### src/rtl/alu_rs_scheduler.sv
// Reservation station and issue scheduler for the shared combinational ALU.
// Buffers decoded ALU ops, snoops the CDB for missing operands, and each cycle
// sends the lowest-index ready entry to the ALU. The ALU result is held in an
// output register until the CDB arbiter acknowledges it.
//
// Ports:
//   clk, rst (sync, active-high), rdy (low = freeze), flush (drop everything)
//   in_*      : insert request (op, dest tag, operand values/producer tags/valid bits)
//   full      : no free entry
//   cdb_*     : CDB broadcast used for operand wakeup
//   alu_*     : combinational ALU request/operands, result and accept back
//   out_*     : held result (valid, tag, data) and arbiter acknowledge
module alu_rs_scheduler #(
  parameter int unsigned ENTRIES = 8,
  parameter int unsigned TAG_W   = 4,
  parameter int unsigned OP_W    = 4
) (
  input  logic             clk,
  input  logic             rst,
  input  logic             rdy,
  input  logic             flush,
  input  logic             in_valid,
  input  logic [OP_W-1:0]  in_op,
  input  logic [TAG_W-1:0] in_tag,
  input  logic [31:0]      in_lv,
  input  logic [31:0]      in_rv,
  input  logic [TAG_W-1:0] in_lq,
  input  logic [TAG_W-1:0] in_rq,
  input  logic             in_lrdy,
  input  logic             in_rrdy,
  output logic             full,
  input  logic             cdb_valid,
  input  logic [TAG_W-1:0] cdb_tag,
  input  logic [31:0]      cdb_data,
  output logic             alu_ready,
  output logic [OP_W-1:0]  alu_op,
  output logic [31:0]      alu_lv,
  output logic [31:0]      alu_rv,
  input  logic [31:0]      alu_result,
  input  logic             alu_success,
  output logic             out_valid,
  output logic [TAG_W-1:0] out_tag,
  output logic [31:0]      out_data,
  input  logic             out_ack
);
  localparam int unsigned IdxW = $clog2(ENTRIES);

  logic [ENTRIES-1:0] busy_q, busy_d, lrdy_q, lrdy_d, rrdy_q, rrdy_d;
  logic [OP_W-1:0]    op_q  [ENTRIES];
  logic [OP_W-1:0]    op_d  [ENTRIES];
  logic [TAG_W-1:0]   tag_q [ENTRIES];
  logic [TAG_W-1:0]   tag_d [ENTRIES];
  logic [TAG_W-1:0]   lq_q  [ENTRIES];
  logic [TAG_W-1:0]   lq_d  [ENTRIES];
  logic [TAG_W-1:0]   rq_q  [ENTRIES];
  logic [TAG_W-1:0]   rq_d  [ENTRIES];
  logic [31:0]        lv_q  [ENTRIES];
  logic [31:0]        lv_d  [ENTRIES];
  logic [31:0]        rv_q  [ENTRIES];
  logic [31:0]        rv_d  [ENTRIES];

  logic             out_valid_q, out_valid_d;
  logic [TAG_W-1:0] out_tag_q, out_tag_d;
  logic [31:0]      out_data_q, out_data_d;

  logic [ENTRIES-1:0] entry_ready;
  logic [IdxW-1:0]    free_idx, sel_idx;
  logic               sel_found, dispatch, insert, lhit, rhit;

  // The ALU accept is tied to our own request by protocol; nothing to recover from.
  logic unused_alu_success;
  assign unused_alu_success = alu_success;

  // Only registered state decides eligibility: no same-cycle bypass to the ALU.
  assign entry_ready = busy_q & lrdy_q & rrdy_q;
  assign full        = &busy_q;

  // Descending scan so the last hit is the lowest index.
  always_comb begin
    free_idx  = '0;
    sel_idx   = '0;
    sel_found = 1'b0;
    for (int i = ENTRIES - 1; i >= 0; i--) begin
      if (!busy_q[i]) free_idx = IdxW'(i);
      if (entry_ready[i]) begin
        sel_idx   = IdxW'(i);
        sel_found = 1'b1;
      end
    end
  end

  assign dispatch  = rdy & ~rst & ~flush & sel_found & (~out_valid_q | out_ack);
  assign insert    = rdy & ~flush & in_valid & ~full;
  assign lhit      = ~in_lrdy & cdb_valid & (cdb_tag == in_lq);
  assign rhit      = ~in_rrdy & cdb_valid & (cdb_tag == in_rq);

  assign alu_ready = dispatch;
  assign alu_op    = dispatch ? op_q[sel_idx] : '0;
  assign alu_lv    = dispatch ? lv_q[sel_idx] : '0;
  assign alu_rv    = dispatch ? rv_q[sel_idx] : '0;

  assign out_valid = out_valid_q;
  assign out_tag   = out_tag_q;
  assign out_data  = out_data_q;

  // Entry next state. Wakeup only touches busy entries and insert only a free
  // one, so the two never collide; a dispatched entry has no waiting operand.
  always_comb begin
    busy_d = busy_q;
    lrdy_d = lrdy_q;
    rrdy_d = rrdy_q;
    op_d   = op_q;
    tag_d  = tag_q;
    lq_d   = lq_q;
    rq_d   = rq_q;
    lv_d   = lv_q;
    rv_d   = rv_q;
    if (rdy) begin
      if (flush) begin
        busy_d = '0;
      end else begin
        for (int i = 0; i < ENTRIES; i++) begin
          if (busy_q[i] && cdb_valid) begin
            if (!lrdy_q[i] && lq_q[i] == cdb_tag) begin
              lrdy_d[i] = 1'b1;
              lv_d[i]   = cdb_data;
            end
            if (!rrdy_q[i] && rq_q[i] == cdb_tag) begin
              rrdy_d[i] = 1'b1;
              rv_d[i]   = cdb_data;
            end
          end
        end
        if (dispatch) busy_d[sel_idx] = 1'b0;
        if (insert) begin
          busy_d[free_idx] = 1'b1;
          op_d[free_idx]   = in_op;
          tag_d[free_idx]  = in_tag;
          lq_d[free_idx]   = in_lq;
          rq_d[free_idx]   = in_rq;
          lrdy_d[free_idx] = in_lrdy | lhit;
          rrdy_d[free_idx] = in_rrdy | rhit;
          lv_d[free_idx]   = lhit ? cdb_data : in_lv;
          rv_d[free_idx]   = rhit ? cdb_data : in_rv;
        end
      end
    end
  end

  // Output register: a new result replaces an acked one in the same cycle.
  always_comb begin
    out_valid_d = out_valid_q;
    out_tag_d   = out_tag_q;
    out_data_d  = out_data_q;
    if (rdy) begin
      if (flush) begin
        out_valid_d = 1'b0;
      end else if (dispatch) begin
        out_valid_d = 1'b1;
        out_tag_d   = tag_q[sel_idx];
        out_data_d  = alu_result;
      end else if (out_ack) begin
        out_valid_d = 1'b0;
      end
    end
  end

  always_ff @(posedge clk) begin
    if (rst) begin
      busy_q      <= '0;
      lrdy_q      <= '0;
      rrdy_q      <= '0;
      out_valid_q <= 1'b0;
      out_tag_q   <= '0;
      out_data_q  <= '0;
    end else begin
      busy_q      <= busy_d;
      lrdy_q      <= lrdy_d;
      rrdy_q      <= rrdy_d;
      out_valid_q <= out_valid_d;
      out_tag_q   <= out_tag_d;
      out_data_q  <= out_data_d;
    end
  end

  // Payload is qualified by busy/ready bits, so it needs no reset.
  always_ff @(posedge clk) begin
    op_q  <= op_d;
    tag_q <= tag_d;
    lq_q  <= lq_d;
    rq_q  <= rq_d;
    lv_q  <= lv_d;
    rv_q  <= rv_d;
  end

endmodule
### config.mk
export PLATFORM = sky130hd
export DESIGN_NAME = alu_rs_scheduler
export DESIGN_NICKNAME = d
export VERILOG_FILES = /design/src/rtl/alu_rs_scheduler.sv
export SDC_FILE = /design/constraint.sdc
export NUM_CORES = 2
export LEC_CHECK = 0
export ABC_AREA = 1
export CORE_UTILIZATION = 30
export CTS_CLUSTER_SIZE = 8
export DETAILED_ROUTE_END_ITERATION = 10
export HOLD_SLACK_MARGIN = 0.08
export SETUP_SLACK_MARGIN = 0.5
export SYNTH_ARGS = -nofsm -noshare
export SYNTH_HDL_FRONTEND = slang
export SYNTH_SLANG_ARGS = --single-unit
export TNS_END_PERCENT = 100
### constraint.sdc
create_clock -name clk -period 26.9 [get_ports clk]
set_input_delay 5.38 -clock clk [delete_from_list [all_inputs] [get_ports clk]]
set_output_delay 5.38 -clock clk [all_outputs]
set_load 0.1 [all_outputs]
==> metrics <==
Worst Setup SP rdy; Pre-antenna DRT Iters 6; critical path cell sequence clkdlybuf4s50_1 -> inv_2 -> nor2_4 -> buf_12 -> nand2_1 -> a21oi_1 -> and2_1 -> buf_4 -> inv_4 -> buf_4 -> nor2_1 -> clkdlybuf4s50_1; Syn Inst Count 5309; final worst path period share 57.2%; die height 373 um; synthesized cell area 0.0412 mm^2; asr flop ratio synth 0%; DRT iter0 DRCs 3991; final WL 144000 um; Reg2Reg Depth 11; Critical Path RT 21.52 ns; Hold-fix buffers, CTS 0; # fillers 14245; TritonCTS Sinks 701; setup TNS 0 ns; CTS tree done; Worst Hold Depth 2; hpwl dp 81400 um; P_leak 19.9 nW; WL met1 62100 um; crit path time final 15.40 ns; fraction of the yosys area taken by sequential cells 49.6%; power density over the cells 54.0 mW/mm^2; gr usage total 20.1%; Post-Route Skew 0.0282 ns; multi-input logic area 0.0169 mm^2; Worst Tran Pin Value 1.20 ns; Pins Over Slew Limit 0; RePlAce Congestion 0.838; Hold Fails Final Rpt 0; min-delay src rrdy_q[5]; clock root buffer clkbuf_16; min-delay worst type register to register; critical path class primary input to output pin; FF+latch count, synth 701; vias in the first global route 33174; final net count 5495; Setup WS pre-CTS 11.37 ns; I/O pins 265; die width 373 um; yosys warns 0; final setup fails 0; share of cells above drive strength 1 6.16%; max layer used met5; Starting Density 30.3%; # resized after CTS 0; grt total ovfl 0; register-to-register setup slack 23.03 ns; Post-synth EDFFs 640; clk slew on worst S/H paths 0.06 ns; Final WS setup 11.50 ns; first-pass GRT wire length 214000 um; FF+latch area 0.0204 mm^2; wire per inst 20.1 um; average footprint of a synthesized cell 7.77 um^2; CP max FO 155; Mapped Nets 5467; metal3 WL 13400 um; CP Capture Type output pin; peak supply drop 0.0466 mV; H-Tree Depth 3; reg-to-reg critical path startpoint busy_q[0]; clk buf depth 3; post-route cell area 0.0476 mm^2; cell area after placement 0.0449 mm^2; Relative slew margins 19.8%; Worst Hold End rrdy_q[5]; max cap viols 0; status complete, no violations; synth unique cells 46; unrepaired setup endpoints after global routing false; row cnt 135; Skew-Pair Late Insertion Delay 0.69 ns; vias 36271; ys flop type edfxtp_1; metal2 WL 64700 um; detailed-route DRC error count 0; Crit path largest cell delay 1.16 ns; CP Launch Type primary input; remaining antenna violation count after routing 0; vias per cell 5.07; synthesis-to-finish area growth 15.5%; Slowest cell on crit path clkdlybuf4s50_1; core footprint 0.136 mm^2; CTS Buf Count 98; worst r2r dst out_data[25]; Fmax 0.0650 GHz; largest net degree at the start of global routing 156; WP data arrival 10.02 ns; initial antenna violation count 7; I/O Buffers 263; post-CTS setup repair buffer count 0; die area 0.139 mm^2
[metal layers]
layer	up-vias	GRT usage, %
li1	17563	-
met4	4	5.72
met3	219	3.16
met5	-	0
met1	16874	28.2
met2	1611	32.0
[critical path: cells and delay by family]
family / cells / cell delay (ns)
simple gates: 4 / 0.70
compound gates: 1 / 0.32
buf+inv: 7 / 3.47
[power breakdown]
part	internal (mW)	switching [mW]
logic	0.0599	0.118
registers	1.23	0.0133
clock network	0.675	0.478
total	1.96	0.610
[worst max path at each step]
stage,endpoint,slack [ns],cells after the start
after CTS,alu_rv[9],11.36,12
final,alu_rv[25],11.50,12
after floorplan,lrdy_q[5],5.42,6
after global routing,alu_rv[21],11.17,12
after global placement,alu_rv[23],11.46,12
after detailed placement,alu_rv[9],11.37,12
[final cells by class]
cell class,count,area share [%]
multi-input combinational,3612,35.4
clock buffer,128,5.48
tap,1781,4.68
sequential,701,42.9
timing repair buffer,319,6.46
antenna,2,0.0105
inverter,605,4.79
clock inverter,8,0.221
[cells in the final DEF (no fill, tap or decap), types with 3 or more instances in the layout]
cell type	synthesis	layout
nand2_1	1433	1420
nand2_2	10	15
clkdlybuf4s50_1	0	263
xor2_1	20	20
edfxtp_1	640	640
nor2_4	2	8
a21oi_2	36	36
inv_2	9	10
o211ai_1	35	35
clkinv_8	0	3
or2_2	42	43
nand2_8	0	3
nand2_4	2	7
a21oi_1	36	36
o22ai_1	5	5
dfxtp_1	61	61
a211oi_2	4	4
nor2_1	415	411
nand3b_1	41	41
xnor2_1	17	17
o21ai_0	1020	1020
nand4_1	77	77
buf_4	27	54
nand3_1	242	240
o21ai_2	27	27
mux2i_1	10	10
o21ai_1	109	109
clkbuf_1	192	28
nor3_1	4	4
inv_1	595	591
clkbuf_16	0	100
inv_4	1	3
[sequential cells by signal, summed over array words and instances, names as in the netlist]
signal and count:
busy_q 8, lq_q 32, lrdy_q 8, lv_q 256, op_q 32, out_data 32
out_tag 4, out_valid 1, rq_q 32, rrdy_q 8, rv_q 256, tag_q 32
[kinds of logic (layout without fill, tap and decap cells)]
logic type / after synthesis / after routing / share of synthesized area, %
AO/OA/AOI/OAI: 1283 / 1283 / 16.5
XOR/XNOR: 37 / 37 / 0.786
buffers and inverters: 996 / 1060 / 9.95
flip-flops: 701 / 701 / 49.6
multiplexers: 10 / 10 / 0.243
other: 0 / 2 / 0
AND/OR/NAND/NOR: 2282 / 2282 / 22.9
[through the flow]
stage          total power, mW  utilization, %  cells  hold slack (ns)
6_report                  2.57            35.0   7156            0.502
2_1_floorplan             1.38               -   5309            0.445
3_3_place_gp              1.44            33.0   7018            0.476
5_1_grt                   2.65            35.0   7154            0.525
3_5_place_dp              1.44            33.0   7018            0.490
4_1_cts                   2.59            35.0   7154            0.499
[cell usage after synthesis, types with 10 or more instances]
library cell | count | area (um^2)
a21oi_1 | 36 | 180
a21oi_2 | 36 | 315
buf_1 | 10 | 37.5
buf_2 | 153 | 766
buf_4 | 27 | 203
clkbuf_1 | 192 | 721
dfxtp_1 | 61 | 1220
edfxtp_1 | 640 | 19200
inv_1 | 595 | 2230
mux2i_1 | 10 | 100
nand2_1 | 1433 | 5380
nand2_2 | 10 | 62.6
nand3_1 | 242 | 1210
nand3b_1 | 41 | 308
nand4_1 | 77 | 482
nor2_1 | 415 | 1560
o211ai_1 | 35 | 263
o21ai_0 | 1020 | 5100
o21ai_1 | 109 | 546
o21ai_2 | 27 | 236
or2_2 | 42 | 263
xnor2_1 | 17 | 149
xor2_1 | 20 | 175
Note: power is estimated with default switching activity, not from simulation.
